--- src/rtl/dds_pkg.sv ---
// dds_pkg
// Shared definitions for the DDS controller slice: the controller FSM state
// type, the default parameter widths and the DAC midscale code.
// Build option: DDS_PHASE_OFFSET_EN (consumed by dds_ctrl, not used here).
package dds_pkg;

  typedef enum logic [1:0] {
    ST_IDLE  = 2'd0,
    ST_RUN   = 2'd1,
    ST_DRAIN = 2'd2
  } dds_state_t;

  localparam int DEF_ACC_W   = 32;
  localparam int DEF_ADDR_W  = 12;
  localparam int DEF_DATA_W  = 8;
  localparam int DEF_ROM_LAT = 1;
  localparam int DIV_W       = 16;

  // Offset-binary midscale for a DAC of the given width: MSB set, rest clear.
  function automatic logic [31:0] midscale_code(input int width);
    return 32'd1 << (width - 1);
  endfunction

  localparam logic [DEF_DATA_W-1:0] MIDSCALE = DEF_DATA_W'(midscale_code(DEF_DATA_W));

endpackage

--- src/rtl/dds_tick_div.sv ---
// dds_tick_div
// Sample-rate divider: while enabled, counts 0..div_in and raises tick on the
// cycle where count equals div_in, after which the count wraps to 0.
// div_in = 0 therefore ticks on every enabled cycle.
// Ports:
//   clk, rst_n : clock, asynchronous active-low reset
//   clear      : synchronous restart of the count at 0
//   enable     : count advances and tick may fire only while high
//   div_in     : divisor, one tick every div_in+1 enabled cycles
//   count      : current count value
//   tick       : sample strobe (combinational from count)
module dds_tick_div
  import dds_pkg::*;
#(
  parameter int DIV_WIDTH = DIV_W
) (
  input  logic                 clk,
  input  logic                 rst_n,
  input  logic                 clear,
  input  logic                 enable,
  input  logic [DIV_WIDTH-1:0] div_in,
  output logic [DIV_WIDTH-1:0] count,
  output logic                 tick
);

  assign tick = enable && (count == div_in);

  always_ff @(posedge clk or negedge rst_n) begin
    if (!rst_n) begin
      count <= '0;
    end else if (clear) begin
      count <= '0;
    end else if (enable) begin
      count <= tick ? '0 : count + 1'b1;
    end
  end

endmodule

--- src/rtl/dds_ctrl.sv ---
// dds_ctrl
// Direct digital synthesis controller. A phase accumulator advances by the
// active frequency tuning word once per divider tick; its MSBs address an
// external sine ROM and the returned sample is forwarded to the DAC once the
// ROM latency has elapsed.
// Build option: DDS_PHASE_OFFSET_EN adds phase_off to the ROM address
// (modulo 2^ADDR_W); without it phase_off is ignored.
// Ports:
//   clk, rst_n     : clock, asynchronous active-low reset
//   start, stop    : single-cycle run / halt requests
//   ftw_in/ftw_load: tuning word and its capture strobe (into a shadow reg)
//   div_in         : one sample every div_in+1 clocks
//   phase_off      : static ROM address offset (option only)
//   rom_addr       : registered sine ROM address
//   rom_data       : ROM sample, valid ROM_LAT cycles after rom_addr
//   dac_data       : registered DAC sample, dac_valid pulses per new sample
//   busy           : high while running or draining
module dds_ctrl
  import dds_pkg::*;
#(
  parameter int ACC_W   = DEF_ACC_W,
  parameter int ADDR_W  = DEF_ADDR_W,
  parameter int DATA_W  = DEF_DATA_W,
  parameter int ROM_LAT = DEF_ROM_LAT
) (
  input  logic              clk,
  input  logic              rst_n,
  input  logic              start,
  input  logic              stop,
  input  logic [ACC_W-1:0]  ftw_in,
  input  logic              ftw_load,
  input  logic [15:0]       div_in,
  input  logic [ADDR_W-1:0] phase_off,
  output logic [ADDR_W-1:0] rom_addr,
  input  logic [DATA_W-1:0] rom_data,
  output logic [DATA_W-1:0] dac_data,
  output logic              dac_valid,
  output logic              busy
);

  localparam logic [DATA_W-1:0] MID_CODE = DATA_W'(midscale_code(DATA_W));
  localparam int DRAIN_W = $clog2(ROM_LAT + 1) + 1;
  localparam logic [DRAIN_W-1:0] DRAIN_LAST = DRAIN_W'(ROM_LAT);

  dds_state_t state, state_next;

  logic               launch;
  logic               run_en;
  logic               drain_done;
  logic               tick;
  logic [15:0]        unused_div_count;
  logic [ACC_W-1:0]   acc;
  logic [ACC_W-1:0]   ftw_active;
  logic [ACC_W-1:0]   ftw_shadow;
  logic [ROM_LAT:0]   pipe;
  logic [ROM_LAT:0]   pipe_in;
  logic [DRAIN_W-1:0] drain_cnt;
  logic [ADDR_W-1:0]  addr_next;

  always_ff @(posedge clk or negedge rst_n) begin
    if (!rst_n) begin
      state <= ST_IDLE;
    end else begin
      state <= state_next;
    end
  end

  always_comb begin
    state_next = state;
    unique case (state)
      ST_IDLE:  if (start && !stop)           state_next = ST_RUN;
      ST_RUN:   if (stop)                     state_next = ST_DRAIN;
      ST_DRAIN: if (drain_cnt == DRAIN_LAST)  state_next = ST_IDLE;
      default:                                state_next = ST_IDLE;
    endcase
  end

  // A stop request suppresses the tick in its own cycle so that no sample is
  // issued once halting has been requested.
  always_comb begin
    busy       = 1'b0;
    launch     = 1'b0;
    run_en     = 1'b0;
    drain_done = 1'b0;
    unique case (state)
      ST_IDLE:  launch = start && !stop;
      ST_RUN: begin
        busy   = 1'b1;
        run_en = !stop;
      end
      ST_DRAIN: begin
        busy       = 1'b1;
        drain_done = (drain_cnt == DRAIN_LAST);
      end
      default: ;
    endcase
  end

  // The count is kept for debug visibility only; the controller uses tick.
  dds_tick_div #(
    .DIV_WIDTH (16)
  ) u_tick_div (
    .clk    (clk),
    .rst_n  (rst_n),
    .clear  (launch),
    .enable (run_en),
    .div_in (div_in),
    .count  (unused_div_count),
    .tick   (tick)
  );

  // DRAIN holds for ROM_LAT+1 cycles, enough for the last issued address to
  // come back through the ROM and the DAC register.
  always_ff @(posedge clk or negedge rst_n) begin
    if (!rst_n) begin
      drain_cnt <= '0;
    end else if (state != ST_DRAIN) begin
      drain_cnt <= '0;
    end else if (!drain_done) begin
      drain_cnt <= drain_cnt + 1'b1;
    end
  end

`ifdef DDS_PHASE_OFFSET_EN
  assign addr_next = acc[ACC_W-1 -: ADDR_W] + phase_off;
`else
  logic unused_phase_off;
  assign addr_next        = acc[ACC_W-1 -: ADDR_W];
  assign unused_phase_off = ^phase_off;
`endif

  always_comb begin
    pipe_in    = '0;
    pipe_in[0] = tick;
  end

  always_ff @(posedge clk or negedge rst_n) begin
    if (!rst_n) begin
      ftw_shadow <= '0;
    end else if (ftw_load) begin
      ftw_shadow <= ftw_in;
    end
  end

  // The address uses the pre-add accumulator, so the first tick after start
  // reads address 0. The active word is refreshed only on a tick, so a word
  // loaded mid-interval never splits a sample step.
  always_ff @(posedge clk or negedge rst_n) begin
    if (!rst_n) begin
      acc        <= '0;
      ftw_active <= '0;
      rom_addr   <= '0;
      pipe       <= '0;
    end else if (launch) begin
      acc        <= '0;
      ftw_active <= ftw_shadow;
      pipe       <= '0;
    end else begin
      pipe <= (pipe << 1) | pipe_in;
      if (tick) begin
        acc        <= acc + ftw_active;
        ftw_active <= ftw_shadow;
        rom_addr   <= addr_next;
      end
    end
  end

  // The MSB of the valid pipe marks the cycle the ROM word for an issued
  // address is present on rom_data.
  always_ff @(posedge clk or negedge rst_n) begin
    if (!rst_n) begin
      dac_data  <= MID_CODE;
      dac_valid <= 1'b0;
    end else begin
      dac_valid <= pipe[ROM_LAT];
      if (pipe[ROM_LAT]) begin
        dac_data <= rom_data;
      end else if (drain_done) begin
        dac_data <= MID_CODE;
      end
    end
  end

endmodule
--- config.mk ---
export PLATFORM = sky130hd
export DESIGN_NAME = dds_ctrl
export DESIGN_NICKNAME = d
export VERILOG_FILES = /design/src/rtl/dds_pkg.sv /design/src/rtl/dds_tick_div.sv /design/src/rtl/dds_ctrl.sv
export SDC_FILE = /design/constraint.sdc
export NUM_CORES = 1
export LEC_CHECK = 0
export ABC_CLOCK_PERIOD_IN_PS = 5650
export BUFFER_PORTS_ARGS = -buffer_cell sky130_fd_sc_hd__buf_2
export CAP_MARGIN = 25
export CORE_UTILIZATION = 45
export CTS_BUF_LIST = sky130_fd_sc_hd__clkbuf_4 sky130_fd_sc_hd__clkbuf_8 sky130_fd_sc_hd__clkbuf_16
export DETAILED_ROUTE_END_ITERATION = 8
export MAX_ROUTING_LAYER = met4
export SLEW_MARGIN = 10
export SYNTH_ARGS = -nofsm -noshare
export SYNTH_HDL_FRONTEND = slang
export SYNTH_SLANG_ARGS = --single-unit
--- constraint.sdc ---
create_clock -name clk -period 5.65 [get_ports clk]
set_input_delay 0.565 -clock clk [delete_from_list [all_inputs] [get_ports clk]]
set_output_delay 0.565 -clock clk [all_outputs]
set_load 0.05 [all_outputs]
==> results.toml, run 1 <==
[setup_path]
critPathBufInv = 0
cp_slowest_cell = "fa_1"
critPathArrivalTime_ps = 3320
path_delay_family = "compound AO/OA/AOI/OAI gates"
worstPathRequired_ps = 6010
worstPathCellList = "ha_1, fa_1, a21o_1, a311oi_2, nor4_2, o211ai_1, a31o_2, o31ai_1, a311o_1, nand3_1"
crit_start = "acc[0]"
worst-setup-path-type = "register to register"
critPathLaunchType = "register"
slowest_delay_ps = 420
crit_fanout = 4
r2r_start = "acc[0]"
end_kind = "register"

[global_route]
gr-total-overflow = 0
grt_usage_pct = 20.9
grt_pass1_wl_mm = 28.0
grt_max_degree = 90
antenna_found_initial = 0
grt_pass1_vias = 5741

[clocking]
clock_latency_ps = 430
cts_buffers = 17
root_buffer = "clkbuf_16"
postCtsSetupBuffers = 0
cts_resized = 0
cts_tree = "yes"
cts_buffer_depth = 2
clkTransAtPathRegs_ps = 60
hold_buffers = 0
cts.sinks = 139
htreeDepth = 4

[timing]
fin_crit_sh_pct = 52.3
skew_ps = 7.56
slew_viol_final = 0
setup_viol = 0
max_freq_ghz = 0.338
tns_ps = 0
slew_headroom_pct = 39.3
fin_crit_ps = 2950
hold_viol_final = 0
rsz0062_at_grt = "no"
worstMarginPinSlew_ps = 908

[die]
start_util_pct = 46.6
io-pin-count = 95
coreArea_um2 = 16100
rows = 46
fp.dieH_um = 131
die-width_um = 131
dieArea_um2 = 17200

[worst_hold_path]
min_path_type = "input port to async pin"

[yosys]
ys.flop_type = "dfrtp_1"
ys_top_cells_by_area = "dfrtp_1 46%, nand2_1 9.1%, mux2_2 6.7%"
syn-cell-area_um2 = 7520
syn_avg_cell_area_um2 = 9.66
yosysWarnings = 0
synth_seq_cells = 139
synth_edf_count = 0
synth_top_cell_by_area = "dfrtp_1"
synthArstFlopShare_pct = 100
yosysUniqueCellTypes = 64
synth-seq-area-share_pct = 46.3
synth_top_area_share_pct = 45.9
synth_nets = 889
synthTopCellsByCount = "182 x nand2_1, 138 x dfrtp_1, 50 x a21oi_1, 45 x mux2_2, 44 x nor2_1"
synth_cells = 778
synth.most_common_cell = "nand2_1"

[route]
detail-route-antenna-nets = 0
avgRoutedWirePerCell_um = 15.0
wirelength_mm = 16.2
first_pass_iters = 6
viasPerCell = 5.30
drt_iter0_drc = 336
vias = 5732
drc_errors = 0

[placed_design]
dp_hpwl_mm = 11.3
port_buffers = 82
place_congestion = 0.899

[layout]
nets = 963
layout-drive-gt1-share_pct = 21.5
n_antenna_cell = 0
syn_to_final_growth_pct = 16.4

[power]
ir_worst_vdd_mv = 0.228
p_leak_nw = 4.28
power_density_nw_per_um2 = 388
power_mw = 3.40

[run]
maxCapViolations = 0

[run_status]
status = "finished clean"
layout make-up:
class | instances | area [um^2]
inverter | 9 | 33.8
clock buffer | 22 | 482
fill | 1485 | 7370
tap | 216 | 270
sequential | 139 | 3480
timing repair buffer | 87 | 458
clock inverter | 10 | 186
multi-input combinational | 598 | 3840
path summary, 6_finish.rpt:
| check | to | slack, ps | cells past startpoint |
|---|---|---|---|
| setup reg to reg | acc[30] | 2700 | 10 |
| setup / recovery | acc[30] | 2700 | 10 |
| hold reg to reg | ftw_active[27] | 460 | 2 |
| hold / removal | dac_data[3] | 200 | 1 |
| min in group clk | dac_data[1] | 330 | 3 |
| max in group asynchronous | ftw_shadow[11] | 4300 | 2 |
cells by family after synthesis:
logic type               after synthesis  share of synthesized area, %
AO/OA/AOI/OAI                        145                          12.4
AND/OR/NAND/NOR                      314                          18.8
adder cells (fa/ha/maj)               38                          6.42
multiplexers                          48                          7.14
XOR/XNOR                              53                          6.18
buffers and inverters                 41                          2.78
flip-flops                           139                          46.3
cells in the final DEF, fill, tap and decap left out, types with 6 or more instances in the layout:
master     instances
dfrtp_1          138
a211oi_1           6
inv_1              9
nand4_1           13
nor3_1            10
a21o_1            13
xor2_1            22
o21ai_0           37
mux2_2            45
nand2_1          182
a31oi_1            6
nand3_1           22
clkbuf_16         17
nor2_1            42
a21oi_1           50
ha_1              37
xnor2_1           31
buf_2             81
routing by layer:
layer,up-vias,wire length [um],global-route usage (%)
li1,2854,-,-
met4,0,252,8.17
met3,18,556,3.97
met2,104,7680,31.8
met5,-,0,-
met1,2756,7670,27.4
registers in the layout, summed over array words and instances (netlist names):
name,flops
acc,32
dac_data,8
dac_valid,1
drain_cnt,2
ftw_active,32
ftw_shadow,32
pipe,2
rom_addr,12
state,2
u_tick_div.count,16
power breakdown:
group	leakage (nW)	internal (mW)	switching, mW
combinational	2.16	0.301	0.556
clock	0.320	0.828	0.429
sequential	1.80	1.17	0.116
total	4.28	2.30	1.10
per-stage QoR:
step	instances	setup slack [ps]	utilization [%]	area, um^2	hold WS [ps]
after floorplan	778	3060	-	7520	269
after global placement	1047	2270	50.0	8060	442
after detailed placement	1047	2140	50.0	8060	456
after CTS	1079	2380	54.2	8730	233
after global routing	1081	2520	54.3	8750	273
final	1081	2700	54.3	8750	201
No activity file was read; power rests on OpenSTA's default activity.
==> run 2: changes to the inputs <==
- ABC_CLOCK_PERIOD_IN_PS: 5650 -> 2630
- PLACE_DENSITY: not set -> 0.67
- clock period: 5.65 -> 2.63 ns (I/O delays scaled with it)
==> results.toml, run 2 (same netlist as run 1, synthesis figures left out) <==
[global_route]
antenna_found_initial = 0
grt_pass1_wl_mm = 28.2
gr-total-overflow = 0
grt_usage_pct = 20.9
grt_max_degree = 66
grt_pass1_vias = 5776

[die]
coreArea_um2 = 16100
die-width_um = 131
io-pin-count = 95
start_util_pct = 46.6
dieArea_um2 = 17200
rows = 46
fp.dieH_um = 131

[layout]
nets = 995
syn_to_final_growth_pct = 20.0
multi_input_area_um2 = 3940
design_area_um2 = 9020
nFillCells = 1422
final_cell_mix = "182 x nand2_1, 138 x dfrtp_1, 81 x buf_2"
seq_area_um2 = 3480
layout-drive-gt1-share_pct = 25.5
layout_commonest_cell = "nand2_1"
n_antenna_cell = 0
layoutNonFillerInstCount = 1113
reg_top3 = "acc x32, ftw_active x32, ftw_shadow x32"

[clocking]
clkTransAtPathRegs_ps = 60
htreeDepth = 4
cts.sinks = 139
cts_buffer_depth = 2
clock_latency_ps = 420
cts_buffers = 17
root_buffer = "clkbuf_16"
cts_tree = "yes"

[timing]
worstMarginPinSlew_ps = 879
slew_headroom_pct = 41.4
max_freq_ghz = 0.384
fin_crit_ps = 2600
slew_viol_final = 0
whs_ps = 49.0
fin_crit_sh_pct = 99.0
hold_viol_final = 0
setup_viol = 0
fin_ws_ps = 25.3
rsz0062_at_grt = "yes"
skew_ps = 9.06
tns_ps = 0

[power]
ir_worst_vdd_mv = 0.540
p_leak_nw = 4.43
power_density_nw_per_um2 = 793

[setup_path]
worstPathCellList = "ha_2, fa_2, a21o_1, a311oi_4, nor3_1, or3_1, a311o_1, nand3_1, a21oi_1"
reg2reg_to = "acc[12]"
r2r_start = "acc[0]"
cp_slowest_cell = "dfrtp_1"
slowest_delay_ps = 380
worstPathRequired_ps = 2920
critPathArrivalTime_ps = 2900
critPathLaunchType = "register"
worst-setup-path-type = "register to register"
r2r_slack_ps = 30
end_kind = "register"
reg2regPathDepth = 9
crit_fanout = 3

[placed_design]
place_congestion = 0.868
dp_cells = 1078
dp_hpwl_mm = 11.7
port_buffers = 82
placed_area_um2 = 8300
post-place-ws_ps = -149

[route]
first_pass_iters = 4
vias = 5973
detail-route-antenna-nets = 0
drt_iter0_drc = 433
drc_errors = 0
avgRoutedWirePerCell_um = 14.9
wirelength_mm = 16.6
viasPerCell = 5.37

[run_status]
status = "finished clean"

[worst_hold_path]
min_path_type = "input port to register"
hold_path_end = "dac_data[1]"
hold_depth = 3
min-delay-start = "rom_data[1]"

[run]
maxCapViolations = 0
## run 2: cell type report
type,count,area share (%)
repair buffers,119,7.86
clock buffers,21,5.19
flip-flops and latches,139,38.6
inverters,9,0.374
multi-input cells,598,43.7
clock inverters,11,1.33
well taps,216,3.00
## run 2: worst max path at each step
stage                              from  endpoint  cells after the start
after global routing             acc[0]   acc[28]                     10
after detailed placement         acc[0]   acc[30]                     10
after floorplan                  acc[0]   acc[30]                     10
after CTS                 ftw_active[4]   acc[31]                      9
after global placement           acc[0]   acc[30]                     10
final                            acc[0]   acc[12]                      9
## run 2: critical path, delay by kind of cell, from the launching register on
kind                     cells  cell delay (ps)
adder cells (fa/ha/maj)      2              540
AO/OA/AOI/OAI                4             1010
flip-flops                   1              380
AND/OR/NAND/NOR              3              540
## run 2: routing by layer
metal | global-route usage [%] | vias to the layer above | wire length [um]
met3 | 3.74 | 24 | 512
met5 | - | - | 0
li1 | - | 2923 | -
met1 | 28.1 | 2910 | 8140
met4 | 6.34 | 0 | 298
met2 | 32.3 | 116 | 7640
## run 2: power by group
part	switching [mW]	internal [mW]
logic	1.25	0.768
clock network	0.907	1.46
registers	0.259	2.51
total	2.42	4.74
## run 2: timing repair
action                                  CTS  global route
buffers inserted                          0             2
hold endpoints to repair                 62             0
resized for setup                         4            18
hold buffers                              1             0
pin swaps                                 5             7
endpoints found under the setup margin    8            14
gates cloned                              0             0
## run 2: metrics by stage
step	utilization (%)	total power [mW]
2_1_floorplan	-	4.20
3_3_place_gp	51.5	4.69
3_5_place_dp	51.5	4.74
4_1_cts	55.4	7.15
5_1_grt	56.0	7.57
6_report	56.0	7.15
==> run 3: changes to the inputs <==
- GPL_TIMING_DRIVEN: not set -> 0
==> results.toml, run 3 (same netlist as run 1, synthesis figures left out) <==
[worst_hold_path]
min_path_type = "input port to register"
hold_depth = 3

[global_route]
gr-total-overflow = 0
grt_max_degree = 82
grt_pass1_vias = 5878
antenna_found_initial = 0
grt_pass1_wl_mm = 28.8
grt_usage_pct = 21.5

[timing]
fin_crit_sh_pct = 104
slew_viol_final = 0
setup_viol = 7
rsz0062_at_grt = "yes"
slew_headroom_pct = 42.4
fin_crit_ps = 2740
worstMarginPinSlew_ps = 864
max_freq_ghz = 0.365
hold_viol_final = 0
skew_ps = 8.87
fin_ws_ps = -109

[setup_path]
cp_slowest_cell = "a311oi_4"
slowest_delay_ps = 430
critPathLaunchType = "register"
worst-setup-path-type = "register to register"
crit_fanout = 3
worstPathRequired_ps = 2990
critPathArrivalTime_ps = 3100
end_kind = "register"
reg2regPathDepth = 10
worstPathCellList = "ha_4, fa_2, a21o_1, a311oi_4, nor4_4, o211ai_1, a31o_2, nor3_1, or3_1, nand3_1"

[route]
vias = 5933
drt_iter0_drc = 280
wirelength_mm = 17.2
viasPerCell = 5.29
drc_errors = 0
avgRoutedWirePerCell_um = 15.3
first_pass_iters = 5
detail-route-antenna-nets = 0

[run]
maxCapViolations = 0

[placed_design]
dp_cells = 1076
port_buffers = 81
place_congestion = 0.883
dp_hpwl_mm = 12.1

[layout]
syn_to_final_growth_pct = 21.9
post-route-util_pct = 56.9
layout_commonest_cell = "nand2_1"
nets = 1004
reg_top3 = "acc x32, ftw_active x32, ftw_shadow x32"
layout-drive-gt1-share_pct = 26.7
layoutNonFillerInstCount = 1121
n_antenna_cell = 0
final_cell_mix = "180 x nand2_1, 138 x dfrtp_1, 92 x buf_2"

[die]
fp.dieH_um = 131
dieArea_um2 = 17200
io-pin-count = 95
rows = 46
die-width_um = 131
start_util_pct = 46.6
coreArea_um2 = 16100

[run_status]
status = "complete, but fails checks"
violations = "setup timing"

[power]
power_density_nw_per_um2 = 793
ir_worst_vdd_mv = 0.473
p_leak_nw = 4.46

[clocking]
cts_buffer_depth = 2
cts_tree = "yes"
clkTransAtPathRegs_ps = 60
htreeDepth = 4
cts_buffers = 17
root_buffer = "clkbuf_16"
cts.sinks = 139
clock_latency_ps = 430
==> run 3: repair_timing <==
action / CTS / global route
hold endpoints to repair: 58 / 0
gates resized for setup: 15 / 32
pin swaps: 12 / 27
setup endpoints to repair: 59 / 69
buffers inserted: 6 / 9
hold buffers: 1 / 0
==> run 3: area by class of cell <==
| type | count | area, um^2 |
|---|---|---|
| buffer | 30 | 168 |
| timing repair buffer | 98 | 562 |
| clock buffer | 20 | 460 |
| sequential | 139 | 3480 |
| clock inverter | 11 | 145 |
| tap | 216 | 270 |
| multi-input combinational | 598 | 4050 |
| inverter | 9 | 33.8 |
| fill | 1454 | 6950 |
==> run 3: routing by layer <==
metal  GRT usage [%]  vias to the layer above  part of all wire (%)
met2            33.5                      124                    47
met4            8.37                        0                   1.8
met1            27.9                     2848                    48
met3            3.74                       21                   3.2
li1                -                     2940                     -
met5               -                        -                     0
==> run 3: metrics by stage <==
stage	area, um^2	setup WS, ps	hold WS (ps)	TNS [ps]	power, mW
finish	9170	-109	38.9	-465	7.27
global placement	8190	-699	453	-96600	4.66
CTS	8960	-84.2	30.4	-293	7.23
global route	9170	-252	44.1	-1710	7.66
floorplan	7520	41.6	-32.6	0	4.20
detailed placement	8230	-284	270	-2440	4.70
==> run 3: final timing paths <==
check                               startpoint        endpoint  slack [ps]
min in group asynchronous                rst_n     dac_data[5]         380
worst max register to register   ftw_active[0]         acc[28]        -110
worst max-delay path             ftw_active[0]         acc[28]        -110
max in group asynchronous                rst_n         acc[15]        1440
worst min register to register  ftw_shadow[29]  ftw_active[29]         470
worst min-delay path               rom_data[4]     dac_data[4]          40
==> run 3: power by group <==
part / internal [mW] / leakage, nW / switching [mW] / total, mW
clock: 1.54 / 0.291 / 0.920 / 2.46
combinational: 0.756 / 2.37 / 1.27 / 2.02
sequential: 2.51 / 1.80 / 0.273 / 2.78
total: 4.80 / 4.46 / 2.46 / 7.27
==> run 3: worst max-delay path, delay by kind of cell, from the launching register on <==
family                     cells  cell delay (ps)
AOI/OAI and AO/OA              4             1160
adders and majority gates      2              550
DFF                            1              410
and+or+nand+nor                4              560
